--- src/rtl/mem_load_unit_pkg.sv ---
// mem_load_unit_pkg: shared definitions for the memory-stage load unit.
//   - LD_OP_* load operation codes (LD_OP_LENGTH bits wide)
//   - lsu_state_e FSM state encoding (LSU_ST_LENGTH bits wide)
//   - timeout counter width and a word-address helper
package mem_load_unit_pkg;

    localparam int unsigned LD_OP_LENGTH = 3;

    // Codes follow the RV32I funct3 encoding of the load instructions.
    localparam logic [LD_OP_LENGTH-1:0] LD_OP_LB  = 3'b000;
    localparam logic [LD_OP_LENGTH-1:0] LD_OP_LH  = 3'b001;
    localparam logic [LD_OP_LENGTH-1:0] LD_OP_LW  = 3'b010;
    localparam logic [LD_OP_LENGTH-1:0] LD_OP_LBU = 3'b100;
    localparam logic [LD_OP_LENGTH-1:0] LD_OP_LHU = 3'b101;

    localparam int unsigned LSU_ST_LENGTH = 3;

    typedef enum logic [LSU_ST_LENGTH-1:0] {
        LsuStIdle  = 3'd0,
        LsuStReq   = 3'd1,
        LsuStWait  = 3'd2,
        LsuStDone  = 3'd3,
        LsuStDrain = 3'd4
    } lsu_state_e;

    // Wide enough for the largest legal timeout (255).
    localparam int unsigned CNT_WIDTH = 8;

    function automatic logic [31:0] word_addr(input logic [31:0] byte_addr);
        return {byte_addr[31:2], 2'b00};
    endfunction

endpackage

--- src/rtl/mem_load_unit_if.sv ---
// mem_load_unit_if: data-memory read port (req/gnt/rvalid handshake).
//   req    : read request, held until gnt
//   addr   : word-aligned read address
//   gnt    : request accepted this cycle
//   rvalid : rdata valid this cycle
//   rdata  : read word, little-endian byte lanes
// master = load unit, slave = data memory.
interface mem_load_unit_if;

    logic        req;
    logic [31:0] addr;
    logic        gnt;
    logic        rvalid;
    logic [31:0] rdata;

    modport master (
        output req,
        output addr,
        input  gnt,
        input  rvalid,
        input  rdata
    );

    modport slave (
        input  req,
        input  addr,
        output gnt,
        output rvalid,
        output rdata
    );

endinterface

--- src/rtl/mem_load_unit_load_extend.sv ---
// mem_load_unit_load_extend: combinational lane extraction and extension.
//   rdata      in  32  read word from memory
//   addr_lo    in  2   byte offset within the word
//   ld_op      in  3   load operation code
//   data       out 32  extracted, sign/zero-extended result (LW: raw word)
//   misaligned out 1   LH/LHU on an odd address, LW on a non-word address
module mem_load_unit_load_extend
    import mem_load_unit_pkg::*;
(
    input  logic [31:0]             rdata,
    input  logic [1:0]              addr_lo,
    input  logic [LD_OP_LENGTH-1:0] ld_op,
    output logic [31:0]             data,
    output logic                    misaligned
);

    logic [7:0]  byte_sel;
    logic [15:0] half_sel;

    always_comb begin
        byte_sel = rdata[7:0];
        unique case (addr_lo)
            2'd0: byte_sel = rdata[7:0];
            2'd1: byte_sel = rdata[15:8];
            2'd2: byte_sel = rdata[23:16];
            2'd3: byte_sel = rdata[31:24];
            default: byte_sel = rdata[7:0];
        endcase
        half_sel = addr_lo[1] ? rdata[31:16] : rdata[15:0];
    end

    always_comb begin
        data       = rdata;
        misaligned = 1'b0;
        case (ld_op)
            LD_OP_LB:  data = {{24{byte_sel[7]}}, byte_sel};
            LD_OP_LBU: data = {24'h0, byte_sel};
            LD_OP_LH: begin
                data       = {{16{half_sel[15]}}, half_sel};
                misaligned = addr_lo[0];
            end
            LD_OP_LHU: begin
                data       = {16'h0, half_sel};
                misaligned = addr_lo[0];
            end
            LD_OP_LW: misaligned = |addr_lo;
            // Undefined codes pass the raw word and never fault.
            default: ;
        endcase
    end

endmodule

--- src/rtl/mem_load_unit.sv ---
// mem_load_unit: memory-stage load unit. Issues word reads to data memory,
// stalls the pipeline while a read is outstanding, and returns the extended
// byte/half/word for write-back.
//   clk, rst_n   clock; asynchronous active-low reset
//   ld_valid     MEM stage presents a load
//   ld_op        LB/LBU/LH/LHU/LW code
//   ld_addr      byte address
//   ld_rd        destination register (passed through to wb_rd)
//   flush        kill the presented or in-flight load
//   mem          data-memory read port (master side)
//   stall        hold IF..MEM (combinational)
//   wb_valid     one-cycle pulse, wb_data/wb_rd valid
//   wb_rd        destination register
//   wb_data      extended load result
//   ld_err       one-cycle pulse: misaligned access or timeout
module mem_load_unit
    import mem_load_unit_pkg::*;
#(
    parameter int unsigned TIMEOUT_CYCLES = 255
) (
    input  logic                    clk,
    input  logic                    rst_n,
    input  logic                    ld_valid,
    input  logic [LD_OP_LENGTH-1:0] ld_op,
    input  logic [31:0]             ld_addr,
    input  logic [4:0]              ld_rd,
    input  logic                    flush,
    mem_load_unit_if.master         mem,
    output logic                    stall,
    output logic                    wb_valid,
    output logic [4:0]              wb_rd,
    output logic [31:0]             wb_data,
    output logic                    ld_err
);

    localparam logic [CNT_WIDTH-1:0] TmoLast = CNT_WIDTH'(TIMEOUT_CYCLES - 1);

    lsu_state_e              state_q, state_d;
    logic [LD_OP_LENGTH-1:0] op_q, op_d;
    logic [31:0]             addr_q, addr_d;
    logic [4:0]              rd_q, rd_d;
    logic [CNT_WIDTH-1:0]    cnt_q, cnt_d;
    logic                    wb_valid_q, wb_valid_d;
    logic [31:0]             wb_data_q, wb_data_d;
    logic                    ld_err_q, ld_err_d;

    logic                    in_idle;
    logic [1:0]              ext_addr_lo;
    logic [LD_OP_LENGTH-1:0] ext_op;
    logic [31:0]             ext_data;
    logic                    misaligned;
    logic                    timeout;

    // In IDLE the extender checks alignment of the presented load; otherwise it
    // extracts from the returning word using the captured op/address.
    assign in_idle     = (state_q == LsuStIdle);
    assign ext_addr_lo = in_idle ? ld_addr[1:0] : addr_q[1:0];
    assign ext_op      = in_idle ? ld_op : op_q;
    assign timeout     = (cnt_q >= TmoLast);

    mem_load_unit_load_extend u_load_extend (
        .rdata      (mem.rdata),
        .addr_lo    (ext_addr_lo),
        .ld_op      (ext_op),
        .data       (ext_data),
        .misaligned (misaligned)
    );

    always_comb begin
        state_d    = state_q;
        op_d       = op_q;
        addr_d     = addr_q;
        rd_d       = rd_q;
        cnt_d      = cnt_q;
        wb_valid_d = 1'b0;
        wb_data_d  = wb_data_q;
        ld_err_d   = 1'b0;
        stall      = 1'b0;

        unique case (state_q)
            LsuStIdle: begin
                if (ld_valid && !flush) begin
                    if (misaligned) begin
                        ld_err_d = 1'b1;
                    end else begin
                        stall   = 1'b1;
                        op_d    = ld_op;
                        addr_d  = ld_addr;
                        rd_d    = ld_rd;
                        cnt_d   = '0;
                        state_d = LsuStReq;
                    end
                end
            end
            LsuStReq: begin
                stall = 1'b1;
                // rvalid alongside gnt is outside the memory contract and ignored.
                if (mem.gnt) begin
                    cnt_d   = cnt_q + CNT_WIDTH'(1);
                    state_d = flush ? LsuStDrain : LsuStWait;
                end else if (flush) begin
                    state_d = LsuStIdle;
                end else if (timeout) begin
                    ld_err_d = 1'b1;
                    state_d  = LsuStDone;
                end else begin
                    cnt_d = cnt_q + CNT_WIDTH'(1);
                end
            end
            LsuStWait: begin
                stall = 1'b1;
                // Data arriving with a flush is still written back.
                if (mem.rvalid) begin
                    wb_data_d  = ext_data;
                    wb_valid_d = 1'b1;
                    state_d    = LsuStDone;
                end else if (flush) begin
                    state_d = LsuStDrain;
                end else if (timeout) begin
                    ld_err_d = 1'b1;
                    state_d  = LsuStDone;
                end else begin
                    cnt_d = cnt_q + CNT_WIDTH'(1);
                end
            end
            LsuStDone: begin
                state_d = LsuStIdle;
            end
            LsuStDrain: begin
                // A granted read must be absorbed before a new request goes out.
                stall = ld_valid;
                if (mem.rvalid) begin
                    state_d = LsuStIdle;
                end
            end
            default: state_d = LsuStIdle;
        endcase
    end

    always_ff @(posedge clk or negedge rst_n) begin
        if (!rst_n) begin
            state_q    <= LsuStIdle;
            op_q       <= '0;
            addr_q     <= '0;
            rd_q       <= '0;
            cnt_q      <= '0;
            wb_valid_q <= 1'b0;
            wb_data_q  <= '0;
            ld_err_q   <= 1'b0;
        end else begin
            state_q    <= state_d;
            op_q       <= op_d;
            addr_q     <= addr_d;
            rd_q       <= rd_d;
            cnt_q      <= cnt_d;
            wb_valid_q <= wb_valid_d;
            wb_data_q  <= wb_data_d;
            ld_err_q   <= ld_err_d;
        end
    end

    assign mem.req  = (state_q == LsuStReq);
    assign mem.addr = word_addr(addr_q);
    assign wb_valid = wb_valid_q;
    assign wb_data  = wb_data_q;
    assign wb_rd    = rd_q;
    assign ld_err   = ld_err_q;

endmodule
--- src/flat_wrapper.sv ---
// flat-port wrapper written by rule: the top's interface ports become plain ports
module mem_load_unit_flat import mem_load_unit_pkg::*;
#(
    parameter int unsigned TIMEOUT_CYCLES = 255
)
  (clk, rst_n, ld_valid, ld_op, ld_addr, ld_rd, flush, stall, wb_valid, wb_rd, wb_data, ld_err, mem_req, mem_addr, mem_gnt, mem_rvalid, mem_rdata);
  mem_load_unit_if mem_i ();
  input  logic clk;
  input  logic rst_n;
  input  logic ld_valid;
  input  logic [LD_OP_LENGTH-1:0] ld_op;
  input  logic [31:0] ld_addr;
  input  logic [4:0] ld_rd;
  input  logic flush;
  output logic stall;
  output logic wb_valid;
  output logic [4:0] wb_rd;
  output logic [31:0] wb_data;
  output logic ld_err;
  output wire logic [$bits(mem_i.req)-1:0] mem_req;
  output wire logic [$bits(mem_i.addr)-1:0] mem_addr;
  input wire logic [$bits(mem_i.gnt)-1:0] mem_gnt;
  input wire logic [$bits(mem_i.rvalid)-1:0] mem_rvalid;
  input wire logic [$bits(mem_i.rdata)-1:0] mem_rdata;
  assign mem_req = mem_i.req;
  assign mem_addr = mem_i.addr;
  assign mem_i.gnt = mem_gnt;
  assign mem_i.rvalid = mem_rvalid;
  assign mem_i.rdata = mem_rdata;
  mem_load_unit #(.TIMEOUT_CYCLES(TIMEOUT_CYCLES)) u_core (.clk(clk), .rst_n(rst_n), .ld_valid(ld_valid), .ld_op(ld_op), .ld_addr(ld_addr), .ld_rd(ld_rd), .flush(flush), .mem(mem_i), .stall(stall), .wb_valid(wb_valid), .wb_rd(wb_rd), .wb_data(wb_data), .ld_err(ld_err));
endmodule
--- config.mk ---
export PLATFORM = sky130hd
export DESIGN_NAME = mem_load_unit_flat
export DESIGN_NICKNAME = d
export VERILOG_FILES = /design/src/rtl/mem_load_unit_pkg.sv /design/src/rtl/mem_load_unit_if.sv /design/src/rtl/mem_load_unit_load_extend.sv /design/src/rtl/mem_load_unit.sv /design/src/flat_wrapper.sv
export SDC_FILE = /design/constraint.sdc
export NUM_CORES = 1
export LEC_CHECK = 0
export BUFFER_PORTS_ARGS = -buffer_cell sky130_fd_sc_hd__buf_2
export CAP_MARGIN = 20
export CORE_AREA = 2 2 99 101
export CTS_CLUSTER_DIAMETER = 120
export CTS_CLUSTER_SIZE = 8
export DETAILED_ROUTE_END_ITERATION = 8
export DIE_AREA = 0 0 101 103
export GPL_TIMING_DRIVEN = 0
export PLACE_DENSITY = 0.79
export SETUP_SLACK_MARGIN = 0.02
export SYNTH_ARGS = -nofsm -noshare
export SYNTH_HDL_FRONTEND = slang
export SYNTH_HIERARCHICAL = 1
export SYNTH_SLANG_ARGS = --single-unit
export TNS_END_PERCENT = 1
--- constraint.sdc ---
create_clock -name clk -period 3.4 [get_ports clk]
set_input_delay 0.51 -clock clk [delete_from_list [all_inputs] [get_ports clk]]
set_output_delay 0.51 -clock clk [all_outputs]
set_load 0.02 [all_outputs]
==> run metrics, run 1 <==
WP buf/inv 3; DRT Wirelength 11100 µm; Slew HR 62.8%; number of global-route vias before repair 3857; Avg Inst Size Synth 10.7 µm²; DR vias 3887; initial antenna violation count 0; layout cell share with drive strength beyond 1 50.1%; Worst-path clk slew 90 ps; Max Cap Viol 0; vias per cell 5.42; CTS Sinks 85; Die W 101 µm; Main synth FF type dfrtp_1; CP Max Fanout 10; crit-path cells or2_4, nor2_8, buf_4, mux2_2, nor2_1, o211ai_1, o21ai_2, nor2_1, nand3_2, buf_6, o221ai_1, buf_4; mux cell area share after synthesis 19.2%; setup TNS 0 ps; total CTS buffers 9; clock buffer depth 2; compound-cell area share of the yosys netlist 12.9%; total congestion overflow 0; Final min period 3180 ps; top cell family by delay on the critical path simple AND/OR/NAND/NOR gates; top cells by area, synth dfrtp_1 46%, mux2_2 18%, buf_4 5.3%, nand2_1 5.3%, buf_2 1.6%; Setup-failing EPs final 0; outcome finished, final reports clean; largest net degree at the start of global routing 48; die area 0.0104 mm²; Antenna Cells 0; starting DRC count in detailed routing 159; I/O pin count 151; worst skew pair latency 350 ps; Post-Synth Simple-Gate Area 12.6%; largest area contributor in the netlist dfrtp_1; CTS root buf clkbuf_8; sequential area share after synthesis 45.6%; Starting Density 49.3%; Final nets 679; synthesized-area fraction occupied by adder cells 0.537%; Synth Register Bits 85; slowest library cell on the worst path dfrtp_1; Layout area overhead 24.8%; Tcrit/Tclk final 93.6%; Post-Syn Instances 437; # rows 36; htree depth 3; CTS tree done; Worst VDD drop 0.524 mV; Clock Skew 12.7 ps; most frequent cell after synthesis dfrtp_1; Worst-Margin Slew 556 ps; Synth cell types 57; Post-DRT Antenna Nets 0; Worst Path Required 2890 ps; DR DRC count 0; CP max stage delay 410 ps; crit path launch type register; First-pass DRT Iterations 4; Final Power 5480 µW; number of enable flip-flop cells after synthesis 0; Synth top cells by count 85 x dfrtp_1, 75 x mux2_2, 66 x nand2_1; die height 103 µm; Max Slew Vio Count 0; post-synth design cell area 0.00466 mm²; Max Freq 314 MHz; xor/xnor cell area share of the yosys netlist 0.188%; total track usage 21.5%; RePlAce Congestion 0.907; RSZ-0062 raised after global routing false; # port buffers 148; routed len/inst 15.5 µm; leakage 0.00299 µW; Yosys top cell area share 45.6%; hpwl dp 8480 µm; Min-Delay Path Class primary input to async pin; largest family of logic cells by synthesized area multiplexers; Async SR Flop Fraction 100%; first-pass GRT wire length 17700 µm; Min Hold Slack 128 ps; PwrDens 943 mW/mm²; crit path kind register to output port; CP endpoint kind output port; Core ar. 0.00946 mm²; YS warnings 6; Hold Violations, Final 0; data arrival time of the critical path 2670 ps
[state kept, by name, indices dropped and copies added, names as in the netlist]
name	count
u_core/addr_q	32
u_core/wb_valid	1
u_core/wb_rd	5
u_core/cnt_q	8
u_core/op_q	3
u_core/state_q	3
u_core/ld_err	1
u_core/wb_data	32
[layout make-up]
type / count / area (µm²)
buffer: 52 / 357
fill: 795 / 3640
clock buffer: 9 / 124
inverter: 12 / 48.8
tap: 114 / 143
clock inverter: 6 / 68.8
timing repair buffer: 153 / 803
sequential: 85 / 2130
multi-input combinational: 286 / 2140
[worst register-to-register path, cell delays in order (launching register included)]
cell and delay, ps:
dfrtp_1 410, or2_4 290, nor2_8 140, buf_4 130, mux2_2 370, o211ai_1 210, o21ai_2 110, nor3b_1 350
o211ai_1 290, a21oi_1 340, mux2i_1 130
[repair_timing]
action / in CTS / in global routing
pin swaps: 3 / 2
gates resized for setup: 7 / 6
hold endpoints to repair: 0 / 0
hold buffers: 0 / 0
setup buffers: 4 / 0
setup endpoints to repair: 1 / 1
[metal layers]
layer / share of wire [%] / track usage (%)
met3: 7.8 / 6.44
met1: 41 / 25.4
met2: 49 / 37.1
met4: 2.2 / 8.63
met5: 0 / 0
[power by group]
part / internal (µW) / total [µW] / switching (µW)
Clock: 342 / 718 / 375
Sequential: 1460 / 1680 / 227
Combinational: 1410 / 3080 / 1670
Total: 3210 / 5480 / 2270
[kinds of logic (layout without fill, tap and decap cells)]
| kind of cell | count (synthesis) | count (layout) |
|---|---|---|
| adders and majority gates | 2 | 2 |
| AOI/OAI and AO/OA | 84 | 84 |
| other | 1 | 2 |
| DFF | 85 | 85 |
| xor gates and xnor gates | 1 | 1 |
| muxes | 80 | 80 |
| buffers and inverters | 67 | 232 |
| and+or+nand+nor | 117 | 117 |
[cell usage in the layout, fill, tap and decap left out, drive strengths merged, types with 3 or more instances in the layout]
cell type  netlist  final
mux2            77     77
buf             50    201
mux2i            3      3
nor2b            3      3
o221ai           3      3
a21oi           14     14
a211o            8      8
a221oi           3      3
nand2           66     66
nand3            6      6
dfrtp           85     85
nor3             3      3
inv             12     14
a32oi            3      3
clkbuf           5     13
nand2b          12     12
o211ai           5      5
o22ai            5      5
a31oi            3      3
o21ai           14     14
nor2            10     10
a22oi            9      9
[final timing paths]
kind	cells past startpoint	slack [ps]	end	start
setup reg to reg	10	490	u_core/cnt_q[0]	u_core/state_q[0]
hold / removal	1	130	u_core/wb_data[27]	rst_n
setup / recovery	12	220	stall	u_core/state_q[0]
max in group asynchronous	2	2640	u_core/state_q[1]	rst_n
hold reg to reg	1	500	u_core/addr_q[25]	u_core/addr_q[25]
min in group clk	2	370	u_core/addr_q[26]	ld_addr[26]
[stage by stage]
step,util (%),cells,setup slack [ps],cell area (µm²)
after floorplan,-,438,512,4660
after global placement,58.7,700,5.02,5550
after detailed placement,59.0,701,1.93,5580
after CTS,61.4,719,49.1,5810
final,61.5,717,216,5820
after global routing,61.5,717,22.6,5820
Note: power is estimated with default switching activity, not from simulation.
==> run 2: changes to the inputs <==
- ABC_AREA: unset -> 1
- CORE_AREA: 2 2 99 101 -> 2 2 103 105
- DIE_AREA: 0 0 101 103 -> 0 0 105 107
==> run 2 against run 1 <==
  * First-iteration DRC count up 35%
  * Area after synthesis up 12%
  * Global-route usage up 1.7 points
  * Worst hold slack worse by 62 ps
  * Synthesized cell count up 39%
  * Critical path type unchanged
  * Utilization up 1.7 points
  * Sequential cell count unchanged
  * Cell count up 27%
  * Critical path depth up 2
==> run metrics, run 2 <==
outcome finished, final reports clean; Die W 105 µm; Synth Register Bits 85; RR Startpoint u_core/state_q[1]; Synth cell types 39; Worst R2R Setup Slack 730 ps; Worst Setup SP u_core/state_q[1]; sequential area share after synthesis 40.9%; part of the power in the clock network 12.1%; DR vias 4603; Sequential Power Share 27.8%; Final nets 847; leakage 0.00367 µW; total CTS buffers 9; Final min period 3220 ps; Cells after DPL 894; Post CTS Setup Buffer Count 0; number of enable flip-flop cells after synthesis 0; htree depth 3; Max Slew Vio Count 0; total of fill cells in the finished design 899; placed instance area 0.00615 mm²; Worst Path Required 2890 ps; hpwl dp 9690 µm; die area 0.0112 mm²; worst skew pair latency 370 ps; data arrival time of the critical path 2710 ps; I/O pin count 151; Min Hold Slack 65.8 ps; routed len/inst 14.1 µm; CTS root buf clkbuf_8; Layout area overhead 22.4%; CP Max Fanout 19; PwrDens 980 mW/mm²; Tcrit/Tclk final 94.6%; total track usage 23.2%; number of global-route vias before repair 4428; Worst VDD drop 0.507 mV; Hold Violations, Final 0; DR DRC count 0; Setup-failing EPs final 0; crit path launch type register; FF/Latch Area 0.00213 mm²; # rows 37; area of the multi-input gates 0.00250 mm²; Async SR Flop Fraction 100%; most frequent cell after synthesis nand2_1; largest net degree at the start of global routing 57; sw power 2830 µW; CP endpoint stall; RSZ-0062 raised after global routing false; internal power 3420 µW; layout cell share with drive strength beyond 1 39.8%; DRT Wirelength 12800 µm; Antenna Cells 0; top cells by area, synth dfrtp_1 41%, nand2_1 15%, mux2_4 8.4%, buf_4 5.0%, nand3_2 3.5%; Yosys top cell area share 40.9%; Core ar. 0.0101 mm²; YS warnings 6; setup TNS 0 ps; final cell count without fillers 908; vias per cell 5.07; Final Power 6250 µW; clock buffer depth 2; Post-Syn Instances 609; # port buffers 147; Min-Delay Path Class primary input to async pin; Synth top cells by count 214 x nand2_1, 85 x dfrtp_1, 35 x buf_4; Starting Density 51.6%; leading cell type in the layout, fill and taps excluded nand2_1; starting DRC count in detailed routing 214; Post-DRT Antenna Nets 0; Max Cap Viol 0; Avg Inst Size Synth 8.55 µm²; CTS Sinks 85; RR Endpoint u_core/addr_q[24]; first-pass GRT wire length 20900 µm; Worst Reg-to-Reg Cells 15; RePlAce Congestion 0.926; post-synth design cell area 0.00521 mm²; logic gate share of total power 60.1%; total congestion overflow 0; CP endpoint kind output port; most frequent cells in the layout 214 x nand2_1, 150 x buf_2, 85 x dfrtp_1, 36 x buf_4, 34 x nor2_1; Net Sw Frac 45.3%; Max Freq 311 MHz; die height 107 µm; CTS tree done; crit path kind register to output port; initial antenna violation count 0; Worst-path clk slew 100 ps; First-pass DRT Iterations 5; Main synth FF type dfrtp_1; design area 0.00637 mm²; Clock Skew 14.4 ps; largest area contributor in the netlist dfrtp_1
## run 2: cell types whose count changed after synthesis, sizes merged, moves of 4 or more
cell    delta
nor2      +33
mux2      -42
o22ai      +4
a22oi      -9
o211ai     -4
nand3     +44
o21ai     +23
inv       +25
nand2    +157
a211o      -8
nand2b    -12
## run 2: power groups by stage
stage | clock network, µW | registers, µW | logic [µW]
after floorplan | 0 | 1940 | 2600
after global placement | 0 | 1720 | 3630
after detailed placement | 0 | 1750 | 3700
after CTS | 774 | 1740 | 3750
after global routing | 809 | 1790 | 4090
final | 754 | 1740 | 3760
## run 2: stage by stage
stage | util [%] | setup slack (ps)
3_5_place_dp | 60.9 | -393
3_3_place_gp | 60.6 | -324
2_1_floorplan | - | 91.9
5_1_grt | 63.2 | 19.9
4_1_cts | 63.1 | 161
6_report | 63.2 | 183
## run 2: worst max-delay path: stages, from the launching register on
cell and delay (ps):
dfrtp_1 450, inv_2 100, nand2_2 80, nor2_4 170, inv_2 150, o21ai_0 220, buf_6 180, inv_8 40
nand2_4 80, buf_6 160, o21ai_4 90, nor2_8 170, nand2_8 130, nand3_1 130, buf_2 170
## run 2: timing repair
action | 4_1_cts | 5_1_grt
endpoints found under the setup margin | 30 | 1
pin swaps | 0 | 0
gates resized for setup | 9 | 2
endpoints found under the hold margin | 0 | 0
hold buffers | 0 | 0
## run 2: logic make-up after synthesis
logic type      synth area share [%]
xor+xnor                       0.168
flops                           40.9
mux                             9.66
other cells                   0.0720
buf+inv                         11.9
compound gates                  7.31
fa+ha+maj                      0.481
simple gates                    29.6
## run 2: worst min path at each step
stage	endpoint
floorplan	u_core/addr_q[0]
global placement	u_core/wb_data[30]
detailed placement	u_core/wb_data[17]
CTS	u_core/wb_data[2]
global route	u_core/wb_data[21]
finish	u_core/wb_data[17]
## run 2: routing by layer
layer  vias up  track usage [%]  routed length [µm]  part of all wire (%)
li1       2244                -                   -                     -
met3        19             4.74                1030                   8.1
met4         0             10.2                 237                   1.9
met1      2143             28.0                5250                    41
met5         -                0                   0                     0
met2       197             40.2                6240                    49
## run 2: final cells by class
cell class | instances | share of cell area (%)
clock inverter | 7 | 1.28
timing repair buffer | 148 | 12.0
tap | 136 | 2.67
inverter | 38 | 2.43
buffer | 56 | 7.13
sequential | 85 | 33.4
multi-input combinational | 429 | 39.2
clock buffer | 9 | 1.94
==> run 3: changes to the inputs <==
- CORE_AREA: 2 2 103 105 -> 2 2 125 127
- DIE_AREA: 0 0 105 107 -> 0 0 127 129
- PLACE_DENSITY: 0.79 -> 0.57
- RECOVER_POWER: unset -> 100
==> run 3 against run 2 <==
  * The run now ends with max-capacitance violations, max-slew violations left
  * Combinational power is 10% lower
  * Register-to-register slack lost 320 ps
  * Clock power increased by 41%
  * Total power fell by 1.1%
  * Sequential cell count unchanged
  * Sequential power hardly changed
  * Sequential share of layout area rose by 0.83 points
  * Via count decreased by 0.80%
==> run metrics, run 3 (synthesized netlist as in run 2, its figures left out) <==
outcome finished with violations; failing checks max-capacitance violations, max-slew violations; Min-Delay Path Class primary input to register; RSZ-0062 raised after global routing false; DR vias 4566; DRT Wirelength 13700 µm; Cells after DPL 946; RR Startpoint u_core/state_q[1]; vias per cell 4.76; hold path cells 2; CP Max Fanout 19; die area 0.0164 mm²; Clock Skew 7.35 ps; Worst-path clk slew 70 ps; routed len/inst 14.2 µm; CTS tree done; Max Freq 322 MHz; Layout area overhead 19.4%; Die W 127 µm; First-pass DRT Iterations 4; area of the multi-input gates 0.00233 mm²; Worst-Margin Slew 1550 ps; Post-DRT Antenna Nets 0; initial antenna violation count 0; worst skew pair latency 340 ps; DR DRC count 0; CTS root buf clkbuf_16; hpwl dp 10500 µm; hold path endpoint u_core/addr_q[9]; Setup-failing EPs final 0; Max Cap Viol 1; starting DRC count in detailed routing 194; total congestion overflow 0; PwrDens 994 mW/mm²; # rows 45; final core occ 41.5%; most frequent cells in the layout 216 x nand2_1, 86 x clkbuf_1, 85 x dfrtp_1, 79 x buf_2, 37 x nor2_1; Worst VDD drop 0.409 mV; Antenna Cells 0; # port buffers 147; Starting Density 34.8%; die height 129 µm; crit path kind register to output port; layout cell share with drive strength beyond 1 24.4%; htree depth 3; number of global-route vias before repair 4509; Hold Violations, Final 0; first-pass GRT wire length 22400 µm; Post CTS Setup Buffer Count 0; setup TNS 0 ps; I/O pin count 151; Final min period 3110 ps; Worst Reg-to-Reg Cells 16; Core ar. 0.0150 mm²; clock buffer depth 2; Tcrit/Tclk final 91.4%; Worst Path Required 2890 ps; CP endpoint kind output port; total CTS buffers 9; FF/Latch Area 0.00213 mm²; leading cell type in the layout, fill and taps excluded nand2_1; Slew HR -3.24%; largest net degree at the start of global routing 62; crit path launch type register; Final nets 847; Max Slew Vio Count 62; total of fill cells in the finished design 1592; CTS Sinks 85; RR Endpoint u_core/cnt_q[3]; Worst R2R Setup Slack 410 ps; Final Power 6180 µW; leakage 0.00326 µW; RePlAce Congestion 0.903; final cell count without fillers 960; hold_sp ld_addr[9]; data arrival time of the critical path 2600 ps; total track usage 17.1%
[run 3: cell count changes in the layout (fill, tap and decap cells not counted), moves of 4 or more]
cell	before	now
buf_6	10	4
clkbuf_16	0	9
nand3_1	30	34
mux2_4	29	4
mux2_1	0	25
buf_2	150	79
clkbuf_8	9	0
clkbuf_1	5	86
[run 3: metal layers]
layer | part of all wire, % | wire (µm) | vias to the layer above | global-route usage (%)
met5 | 0 | 0 | - | 0
met4 | 2.0 | 280 | 0 | 6.85
met3 | 6.4 | 877 | 21 | 3.83
met2 | 47 | 6400 | 157 | 27.6
met1 | 45 | 6110 | 2141 | 22.5
li1 | - | - | 2247 | -
[run 3: area by class of cell]
cell class	instances	area share [%]
multi-input combinational	429	37.5
sequential	85	34.2
tap	188	3.78
clock inverter	5	1.35
inverter	38	2.49
timing repair buffer	148	10.5
buffer	56	6.44
clock buffer	11	3.74
[run 3: through the flow]
stage | cell area [µm²] | hold WS [ps] | worst slack [ps]
finish | 6220 | 381 | 291
global route | 6220 | 373 | 80.7
CTS | 6540 | 76.9 | 129
detailed placement | 6210 | 449 | -527
global placement | 6180 | 460 | -458
floorplan | 5210 | 214 | 91.9
[run 3: worst max-delay path: stages, from the launching register on]
cell and delay (ps):
dfrtp_1 410, inv_1 110, nand2_2 90, nor2_4 170, inv_2 160, o21ai_1 180, buf_6 180, inv_8 40
nand2_4 80, buf_6 160, o21ai_4 90, nor2_8 150, nand2_8 120, nand3_1 130, clkbuf_2 170
[run 3: timing repair]
action | 4_1_cts | 5_1_grt
setup endpoints to repair | 31 | 1
gates resized for setup | 9 | 4
hold buffers | 0 | 0
[run 3: worst max path at each step]
stage,from,to,slack [ps],depth (start not counted)
2_1_floorplan,u_core/state_q[1],stall,90,13
3_3_place_gp,u_core/state_q[1],stall,-460,14
3_5_place_dp,u_core/state_q[1],stall,-530,14
4_1_cts,u_core/state_q[1],stall,130,14
5_1_grt,u_core/state_q[1],stall,80,15
6_report,u_core/state_q[1],stall,290,14
[run 3: power by group]
group          internal (µW)  total [µW]  switching [µW]
registers               1470        1740             274
clock network            647        1060             411
logic                   1260        3380            2120
